### src/rtl/conv_pkg.sv
// Shared constants for the upscaler pixel/weight datapath.
package conv_pkg;

  localparam int PIX_W         = 8;
  localparam int WGT_W         = 9;
  localparam int PROD_W        = 20;
  localparam int NUM_TAPS_DEF  = 9;
  localparam int FRAC_BITS_DEF = 7;
  localparam int ACC_W_DEF     = 24;

  // Output register state: empty/draining vs. holding an untaken pixel.
  typedef enum logic {
    ACCUM = 1'b0,
    FULL  = 1'b1
  } state_e;

endpackage

### src/rtl/conv_tap_accumulator_if.sv
// Product-in / pixel-out handshake bundle for the tap accumulator.
interface conv_tap_accumulator_if;
  import conv_pkg::*;

  logic                     in_valid;
  logic                     in_ready;
  logic signed [PROD_W-1:0] in_product;
  logic                     out_valid;
  logic                     out_ready;
  logic [PIX_W-1:0]         out_pixel;
  logic                     out_sat;

  // Environment side: supplies products, consumes pixels.
  modport master (
    output in_valid, in_product, out_ready,
    input  in_ready, out_valid, out_pixel, out_sat
  );

  // Accumulator side.
  modport slave (
    input  in_valid, in_product, out_ready,
    output in_ready, out_valid, out_pixel, out_sat
  );

endinterface

### src/rtl/conv_tap_accumulator_round_clamp.sv
// Round-half-up, rescale by the weight format, clamp to an unsigned pixel.
module pixel_round_clamp
  import conv_pkg::*;
#(
  parameter int ACC_W     = ACC_W_DEF,
  parameter int FRAC_BITS = FRAC_BITS_DEF
) (
  input  logic signed [ACC_W-1:0] sum,
  output logic [PIX_W-1:0]        pixel,
  output logic                    sat
);

  // One extra bit so adding the rounding half can never wrap.
  localparam int EXT_W = ACC_W + 1;
  localparam logic signed [EXT_W-1:0] HALF    = EXT_W'(1 << (FRAC_BITS - 1));
  localparam logic signed [EXT_W-1:0] MAX_PIX = EXT_W'((1 << PIX_W) - 1);

  logic signed [EXT_W-1:0] biased;
  logic signed [EXT_W-1:0] rounded;

  // Arithmetic shift floors, so +HALF gives round-half-up for both signs.
  always_comb begin
    biased  = EXT_W'(sum) + HALF;
    rounded = biased >>> FRAC_BITS;
    pixel   = rounded[PIX_W-1:0];
    sat     = 1'b0;
    if (rounded[EXT_W-1]) begin
      pixel = '0;
      sat   = 1'b1;
    end else if (rounded > MAX_PIX) begin
      pixel = '1;
      sat   = 1'b1;
    end
  end

endmodule

### src/rtl/conv_tap_accumulator.sv
// Sums NUM_TAPS signed products per output pixel and hands the rounded,
// clamped pixel downstream through a single output register.
module conv_tap_accumulator
  import conv_pkg::*;
#(
  parameter int NUM_TAPS  = NUM_TAPS_DEF,
  parameter int ACC_W     = ACC_W_DEF,
  parameter int FRAC_BITS = FRAC_BITS_DEF
) (
  input  logic                   clk,
  input  logic                   rst_n,
  input  logic                   clear,
  conv_tap_accumulator_if.slave  bus
);

  localparam int CNT_W = $clog2(NUM_TAPS);
  localparam logic [CNT_W-1:0] LAST_TAP = CNT_W'(NUM_TAPS - 1);

  state_e                   state_q, state_d;
  logic signed [ACC_W-1:0]  acc_q, acc_d;
  logic [CNT_W-1:0]         tap_cnt_q, tap_cnt_d;
  logic [PIX_W-1:0]         pixel_q, pixel_d;
  logic                     sat_q, sat_d;

  logic signed [ACC_W-1:0]  sum;
  logic [PIX_W-1:0]         rc_pixel;
  logic                     rc_sat;
  logic                     accept, last, drain;

  assign bus.out_valid = (state_q == FULL);
  assign bus.out_pixel = pixel_q;
  assign bus.out_sat   = sat_q;

  // Stall only while a finished pixel is held; clear blocks the tap so it is
  // not silently dropped by the abort.
  assign bus.in_ready = ~clear & (~bus.out_valid | bus.out_ready);

  assign accept = bus.in_valid & bus.in_ready;
  assign last   = (tap_cnt_q == LAST_TAP);
  assign drain  = bus.out_valid & bus.out_ready;
  assign sum    = acc_q + ACC_W'(bus.in_product);

  pixel_round_clamp #(
    .ACC_W     (ACC_W),
    .FRAC_BITS (FRAC_BITS)
  ) u_round_clamp (
    .sum   (sum),
    .pixel (rc_pixel),
    .sat   (rc_sat)
  );

  // Next-state: accumulate taps, load the output on the last tap, drain.
  always_comb begin
    state_d   = state_q;
    acc_d     = acc_q;
    tap_cnt_d = tap_cnt_q;
    pixel_d   = pixel_q;
    sat_d     = sat_q;

    if (drain) state_d = ACCUM;

    if (clear) begin
      acc_d     = '0;
      tap_cnt_d = '0;
    end else if (accept) begin
      if (last) begin
        acc_d     = '0;
        tap_cnt_d = '0;
        pixel_d   = rc_pixel;
        sat_d     = rc_sat;
        state_d   = FULL;
      end else begin
        acc_d     = sum;
        tap_cnt_d = tap_cnt_q + 1'b1;
      end
    end
  end

  // State, accumulator and output register.
  always_ff @(posedge clk or negedge rst_n) begin
    if (!rst_n) begin
      state_q   <= ACCUM;
      acc_q     <= '0;
      tap_cnt_q <= '0;
      pixel_q   <= '0;
      sat_q     <= 1'b0;
    end else begin
      state_q   <= state_d;
      acc_q     <= acc_d;
      tap_cnt_q <= tap_cnt_d;
      pixel_q   <= pixel_d;
      sat_q     <= sat_d;
    end
  end

endmodule
### src/flat_wrapper.sv
// flat-port wrapper written by rule: the top's interface ports become plain ports
module conv_tap_accumulator_flat import conv_pkg::*;
#(
  parameter int NUM_TAPS  = NUM_TAPS_DEF,
  parameter int ACC_W     = ACC_W_DEF,
  parameter int FRAC_BITS = FRAC_BITS_DEF
)
  (clk, rst_n, clear, bus_in_valid, bus_in_product, bus_out_ready, bus_in_ready, bus_out_valid, bus_out_pixel, bus_out_sat);
  conv_tap_accumulator_if bus_i ();
  input  logic clk;
  input  logic rst_n;
  input  logic clear;
  input wire logic [$bits(bus_i.in_valid)-1:0] bus_in_valid;
  input wire logic [$bits(bus_i.in_product)-1:0] bus_in_product;
  input wire logic [$bits(bus_i.out_ready)-1:0] bus_out_ready;
  output wire logic [$bits(bus_i.in_ready)-1:0] bus_in_ready;
  output wire logic [$bits(bus_i.out_valid)-1:0] bus_out_valid;
  output wire logic [$bits(bus_i.out_pixel)-1:0] bus_out_pixel;
  output wire logic [$bits(bus_i.out_sat)-1:0] bus_out_sat;
  assign bus_i.in_valid = bus_in_valid;
  assign bus_i.in_product = bus_in_product;
  assign bus_i.out_ready = bus_out_ready;
  assign bus_in_ready = bus_i.in_ready;
  assign bus_out_valid = bus_i.out_valid;
  assign bus_out_pixel = bus_i.out_pixel;
  assign bus_out_sat = bus_i.out_sat;
  conv_tap_accumulator #(.NUM_TAPS(NUM_TAPS), .ACC_W(ACC_W), .FRAC_BITS(FRAC_BITS)) u_core (.clk(clk), .rst_n(rst_n), .clear(clear), .bus(bus_i));
endmodule
### config.mk
export PLATFORM = sky130hd
export DESIGN_NAME = conv_tap_accumulator_flat
export DESIGN_NICKNAME = d
export VERILOG_FILES = /design/src/rtl/conv_pkg.sv /design/src/rtl/conv_tap_accumulator_if.sv /design/src/rtl/conv_tap_accumulator_round_clamp.sv /design/src/rtl/conv_tap_accumulator.sv /design/src/flat_wrapper.sv
export SDC_FILE = /design/constraint.sdc
export NUM_CORES = 1
export LEC_CHECK = 0
export ABC_AREA = 0
export BUFFER_PORTS_ARGS = -buffer_cell sky130_fd_sc_hd__buf_2
export CORE_UTILIZATION = 45
export DETAILED_ROUTE_END_ITERATION = 7
export GPL_TIMING_DRIVEN = 0
export SYNTH_ARGS = -nofsm -noshare
export SYNTH_HDL_FRONTEND = slang
export SYNTH_SLANG_ARGS = --single-unit
### constraint.sdc
create_clock -name clk -period 6.95 [get_ports clk]
set_clock_uncertainty 0.05 [all_clocks]
set_input_delay 0.3475 -clock clk [delete_from_list [all_inputs] [get_ports clk]]
set_output_delay 0.3475 -clock clk [all_outputs]
set_load 0.02 [all_outputs]
==> results of run 1 <==
power by group through the flow:
stage          Combinational (µW)  Clock (µW)  Sequential (µW)
2_1_floorplan                 473           0              279
3_3_place_gp                  602           0              281
3_5_place_dp                  609           0              281
4_1_cts                       614         176              278
5_1_grt                       691         185              282
6_report                      618         170              278
through the flow:
step | area (µm²) | hold WS, ps | std cells | util, %
detailed placement | 3530 | 425 | 504 | 51.4
CTS | 3630 | 156 | 512 | 52.8
finish | 3630 | 127 | 512 | 52.8
global placement | 3530 | 420 | 504 | 51.4
floorplan | 3240 | 1.91 | 373 | -
global route | 3630 | 211 | 512 | 52.8
final cells by class:
type                            instances  area, µm²  area share (%)
Multi-Input combinational cell        313       2190            60.3
Sequential cell                        38        951            26.2
Inverter                               10       37.5            1.03
Tap cell                               96        120            3.31
Buffer                                 12       61.3            1.69
Timing Repair Buffer                   35        175            4.83
Clock inverter                          2       12.5           0.345
Clock buffer                            6       82.6            2.28
layout by cell type (no fill, tap or decap), types with 7 or more instances in the layout:
cell type  synthesis  layout
a22o_1             9       9
a21oi_1           20      20
a31oi_1            9       9
xnor2_1           13      13
buf_2              1      36
and2_1             7       7
ha_1              26      26
nand2_1           44      44
and3_1             7       7
nand3_1           15      15
xor2_1            13      13
dfrtp_1           38      38
clkbuf_1           9       9
o21ai_0           32      32
nor2_1            20      20
inv_1             10      10
a21o_1            13      13
cells by family after synthesis:
kind of cell	share of synthesized area (%)
AOI/OAI and AO/OA	28.5
and+or+nand+nor	19.9
xor gates and xnor gates	7.53
muxes	1.00
buffers and inverters	3.05
adders and majority gates	10.7
DFF	29.4
worst register-to-register path, cell delays in order (launching register included):
cell,delay [ps]
dfrtp_1,390
ha_1,210
fa_1,410
a21o_1,200
a221o_1,430
a221oi_4,440
xor2_1,230
nor4_1,300
nand3_1,290
nor4_1,440
mux2_2,390
o21ai_1,320
a31oi_1,160
flip-flops by register name, indices dropped and copies added (netlist names):
signal,count
u_core.bus.out_sat,1
u_core.bus.out_valid,1
u_core.tap_cnt_q,4
u_core.acc_q,24
u_core.bus.out_pixel,8
metal layers:
metal	global-route usage [%]	vias to the layer above	wire, µm
li1	-	1479	-
met5	0	-	0
met4	4.09	0	69
met2	34.7	72	3490
met3	2.86	6	312
met1	36.5	1448	4320
worst min path at each step:
stage	depth (start not counted)	slack, ps	from	endpoint
finish	1	130	rst_n	u_core.acc_q[5]$_DFFE_PN0P_
global route	1	210	rst_n	u_core.acc_q[9]$_DFFE_PN0P_
CTS	1	160	rst_n	u_core.acc_q[9]$_DFFE_PN0P_
detailed placement	2	430	u_core.acc_q[22]$_DFFE_PN0P_	u_core.acc_q[22]$_DFFE_PN0P_
global placement	2	420	u_core.acc_q[22]$_DFFE_PN0P_	u_core.acc_q[22]$_DFFE_PN0P_
floorplan	0	2	rst_n	u_core.acc_q[0]$_DFFE_PN0P_
==> flow_summary_export.csv, run 1 <==
group,metric,value,unit
power,power_density,294,nW/µm²
synthesis,syn_area_per_cell,8.68,µm²
floorplan,die_w,86.8,µm
clock_tree,ctsResizeCount,0,
setup_path,path_class,"reg -> reg",
place,dp_hpwl,6110,µm
power,power_frac_comb,58.0,%
synthesis,seq_area_frac_synth,29.4,%
clock_tree,cts_buffers,5,
run,drv_cap,0,
power,ir_drop,133,µV
sta,final.setup.tns,0,ps
sta,finalCritPeriodShare,63.4,%
setup_path,r2r_end,"u_core.bus.out_pixel[0]$_DFFE_PN0P_",
global_routing,antenna_found_initial,0,
route,wl_per_cell,16.0,µm
sta,timing.final.hold_violations,0,
power,clkPwrFrac,15.9,%
synthesis,yosysWarnings,0,
route,dr.first_iter.drc_count,141,
synthesis,synth_ff_type,"dfrtp_1",
floorplan,ios,36,
sta,rsz0062_at_grt,"false",
route,dr.pass1.iters,4,
synthesis,asyncSetResetFlopFracSynth,100,%
synthesis,synthTopCellsByArea,"dfrtp_1, ha_1, nand2_1",
sta,setup-violations-final,0,
clock_tree,cts_tree,"yes",
finish,area_growth,12.1,%
finish,nFillCells,649,
synthesis,syn-num-nets,425,
power,switching_share,45.7,%
route,vias,3005,
synthesis,synthTopCellsByCount,"nand2_1, dfrtp_1, o21ai_0, ha_1",
finish,drive_gt1_share,14.2,%
global_routing,grt_max_degree,39,
setup_path,crit_start,"u_core.acc_q[0]$_DFFE_PN0P_",
setup_path,r2r_cells,12,
global_routing,grt_pass1_wl,13800,µm
floorplan,core,6870,µm²
finish,fin_nets,467,
power,p_total,1070,µW
synthesis,synth_most_common_cell,"nand2_1",
setup_path,path_buf_inv,0,
clock_tree,ctsLongestPathBuffers,2,
setup_path,timing.rr.start,"u_core.acc_q[0]$_DFFE_PN0P_",
global_routing,grt-ovfl-total,0,
setup_path,cpMaxStageDelayCell,"a221oi_4",
floorplan,initial_core_util,47.1,%
clock_tree,clk_pin_slew_worst_paths,90,ps
route,drt-vias-per-instance,5.87,
setup_path,required,7060,ps
synthesis,ys_ff_latch,38,
setup_path,critPathMaxStageDelay,440,ps
synthesis,yosysTopAreaCell,"dfrtp_1",
floorplan,die_area,7540,µm²
global_routing,first_global_vias,2766,
place,place_congestion,0.845,
synthesis,ys_types,63,
route,drc,0,
setup_path,path_common_cell,"nor4_1",
power,power_switching,488,µW
floorplan,rows,30,
sta,relSlewSlack,28.9,%
clock_tree,postCtsSetupBuffers,0,
place,post-place-ws,2510,ps
synthesis,syn_inst,373,
sta,min_period,4410,ps
sta,fin_ws,2540,ps
route,ant_nets,0,
clock_tree,cts_sinks,38,
setup_path,crit_end,"u_core.bus.out_pixel[0]$_DFFE_PN0P_",
sta,drv_slew,0,
clock_tree,holdBufCountCts,0,
power,p_seq_share,26.1,%
clock_tree,htree_levels,2,
synthesis,synth_area,3240,µm²
setup_path,path_max_fanout,9,
floorplan,die_y,86.8,µm
setup_path,cp_top_family,"compound AO/OA/AOI/OAI gates",
setup_path,r2r_setup_slack,2540,ps
setup_path,crit_arrival,4510,ps
setup_path,path_cells,"ha_1 -> fa_1 -> a21o_1 -> a221o_1 -> a221oi_4 -> xor2_1 -> nor4_1 -> nand3_1 -> nor4_1 -> mux2_2 -> o21ai_1 -> a31oi_1",
clock_tree,clk_latency,300,ps
place,io_buffer_count,35,
power,p_leak,0.00171,µW
setup_path,end_kind,"flip-flop",
global_routing,groute.usage.overall,23.5,%
route,drt_wl_total,8190,µm
power,p_int,578,µW
synthesis,synth_edf_count,0,
setup_path,startpoint_type,"flip-flop",
setup_path,critical_path_depth,12,
synthesis,synth.top_cell.area_share,29.4,%
clock_tree,root_buffer,"clkbuf_8",
finish,antenna_cells,0,
hold_path,hp-class,"in -> async",
sta,fmax,0.227,GHz
sta,worst_slew_pin_slew,1070,ps
outcome,status,"finished clean",
No activity file was read; power rests on OpenSTA's default activity.
==> inputs of run 2 (changes only) <==
--- a/config.mk
+++ b/config.mk
@@ -10,6 +10,7 @@
 export CORE_UTILIZATION = 45
 export DETAILED_ROUTE_END_ITERATION = 7
 export GPL_TIMING_DRIVEN = 0
+export PLACE_DENSITY = 0.66
 export SYNTH_ARGS = -nofsm -noshare
 export SYNTH_HDL_FRONTEND = slang
 export SYNTH_SLANG_ARGS = --single-unit
==> constraint.sdc (replaced) <==
create_clock -name clk -period 3.6 [get_ports clk]
set_clock_uncertainty 0.05 [all_clocks]
set_input_delay 0.18 -clock clk [delete_from_list [all_inputs] [get_ports clk]]
set_output_delay 0.18 -clock clk [all_outputs]
set_load 0.02 [all_outputs]
==> run 2 against run 1 <==
Compared with the run above:
- clock power is 66% higher
- the flow now finishes with violations (negative setup slack)
- hold slack better by 12 ps
- combinational power is 110% higher
- maximum frequency is 10% higher
- die area stayed put
- core utilization is 2.6 points higher
- global-route usage is 0.21 points higher
- critical endpoint is now u_core.bus.out_pixel[2]$_DFFE_PN0P_
- non-clock buffer count is 10 higher
- clock-buffer cell count is 1 lower
- sequential power is 94% higher
- critical path depth is 2 higher
==> flow_summary_export.csv, run 2 (synthesized netlist as in run 1, its figures left out) <==
group,metric,value,unit
sta,worst_slew_pin_slew,919,ps
outcome,status,"finished, violations left",
floorplan,ios,36,
sta,min_period,4000,ps
place,dp.cells,504,
global_routing,first_global_vias,2981,
clock_tree,clk_pin_slew_worst_paths,70,ps
sta,fmax,0.250,GHz
power,ir_drop,207,µV
floorplan,rows,30,
floorplan,die_y,86.8,µm
global_routing,grt_pass1_wl,13900,µm
power,p_leak,0.00178,µW
floorplan,initial_core_util,47.1,%
route,drt-vias-per-instance,5.83,
route,dr.first_iter.drc_count,174,
clock_tree,root_buffer,"clkbuf_8",
setup_path,cp_top_family,"compound AO/OA/AOI/OAI gates",
global_routing,grtUsageMet2,40.0,%
floorplan,die_w,86.8,µm
clock_tree,cts_tree,"yes",
setup_path,path_class,"reg -> reg",
finish,largest_register,"u_core.acc_q",
route,drc,0,
setup_path,end_kind,"flip-flop",
place,dp_hpwl,6230,µm
finish,antenna_cells,0,
power,power_density,562,nW/µm²
place,post-place-ws,-690,ps
global_routing,grt-ovfl-total,0,
global_routing,grt-busiest-layer,"met2",
hold_path,hp-start,"bus_out_ready",
clock_tree,ctsLongestPathBuffers,2,
global_routing,grt_max_degree,39,
global_routing,antenna_found_initial,0,
sta,relSlewSlack,38.8,%
global_routing,met1_usage,31.1,%
floorplan,core,6870,µm²
finish,final_cell_mix,"nand2_1, dfrtp_1, buf_2",
setup_path,path_max_fanout,5,
setup_path,path_buf_inv,2,
run,drv_cap,0,
setup_path,startpoint_type,"flip-flop",
sta,setup-violations-final,9,
setup_path,crit_arrival,4100,ps
finish,fin_nets,477,
route,dr.pass1.iters,4,
finish,final_cell_count_no_fill,521,
place,io_buffer_count,35,
global_routing,groute.usage.overall,23.7,%
sta,rsz0062_at_grt,"true",
outcome,violations,"negative setup slack",
setup_path,critPathMaxStageDelay,490,ps
clock_tree,cts_buffers,5,
route,wl_per_cell,15.9,µm
setup_path,timing.rr.start,"u_core.acc_q[0]$_DFFE_PN0P_",
hold_path,hp-class,"in -> reg",
setup_path,cpMaxStageDelayCell,"or4b_4",
finish,largest_reg_flops,24,
finish,area_growth,17.5,%
sta,holdWs,138,ps
sta,finalCritPeriodShare,111,%
setup_path,required,3700,ps
clock_tree,clk_latency,290,ps
sta,timing.final.hold_violations,0,
finish,final_common_cell,"nand2_1",
setup_path,path_cells,"ha_2 -> fa_2 -> a21o_1 -> a221o_2 -> a221oi_4 -> buf_12 -> o31ai_4 -> xnor2_2 -> a21oi_1 -> or4b_4 -> a311o_1 -> a2111oi_4 -> buf_4 -> a31oi_1",
route,drt_wl_total,8300,µm
clock_tree,htree_levels,2,
floorplan,die_area,7540,µm²
place,place_congestion,0.874,
route,ant_nets,0,
setup_path,crit_start,"u_core.acc_q[0]$_DFFE_PN0P_",
finish,drive_gt1_share,19.8,%
sta,fin_ws,-399,ps
route,vias,3040,
sta,drv_slew,0,
global_routing,use_met3,3.62,%
clock_tree,cts_sinks,38,
[run 2: report_power, final]
group / internal [µW] / leakage, µW / total [µW] / switching, µW
Sequential: 494 / 0.000502 / 539 / 45.3
Clock: 130 / 0.0000438 / 282 / 152
Combinational: 536 / 0.00123 / 1320 / 780
[run 2: stage by stage]
step	instance area (µm²)	total power (µW)	setup TNS (ps)	utilization, %
finish	3800	2140	-3480	55.4
global route	3800	2310	-4900	55.4
CTS	3750	2100	-3790	54.7
detailed placement	3570	1750	-6080	52.0
global placement	3570	1730	-5560	52.0
floorplan	3280	1480	-1160	-
[run 2: final timing paths]
check / end / slack [ps] / cells after the start
setup / recovery: u_core.bus.out_pixel[2]$_DFFE_PN0P_ / -400 / 14
hold / removal: u_core.bus.out_valid$_DFF_PN0_ / 140 / 3
setup reg to reg: u_core.bus.out_pixel[2]$_DFFE_PN0P_ / -400 / 14
hold reg to reg: u_core.acc_q[22]$_DFFE_PN0P_ / 440 / 2
max in group asynchronous: u_core.acc_q[12]$_DFFE_PN0P_ / 2440 / 2
min in group asynchronous: u_core.bus.out_sat$_DFFE_PN0P_ / 500 / 2
[run 2: area by class of cell]
class	instances	area [µm²]
fillers	665	3060
multi-input cells	313	2290
flip-flops and latches	38	951
repair buffers	45	263
well taps	96	120
clock buffers	5	68.8
plain buffers	12	61.3
inverters	10	37.5
clock inverters	2	10.0
[run 2: routing by layer]
layer | up-vias | part of all wire, %
met4 | 0 | 1.6
li1 | 1514 | -
met2 | 72 | 47
met3 | 12 | 3.9
met5 | - | 0
met1 | 1442 | 48
[run 2: worst min-delay path, cell delays in order]
cell,delay (ps)
buf_2,90
inv_1,60
a21o_1,110
[run 2: what timing repair did]
action	CTS	global route
setup endpoints to repair	9	9
endpoints found under the hold margin	30	0
pin swaps	3	5
gates cloned	1	0
hold buffers	1	0
resized for setup	7	5
setup buffers	6	2
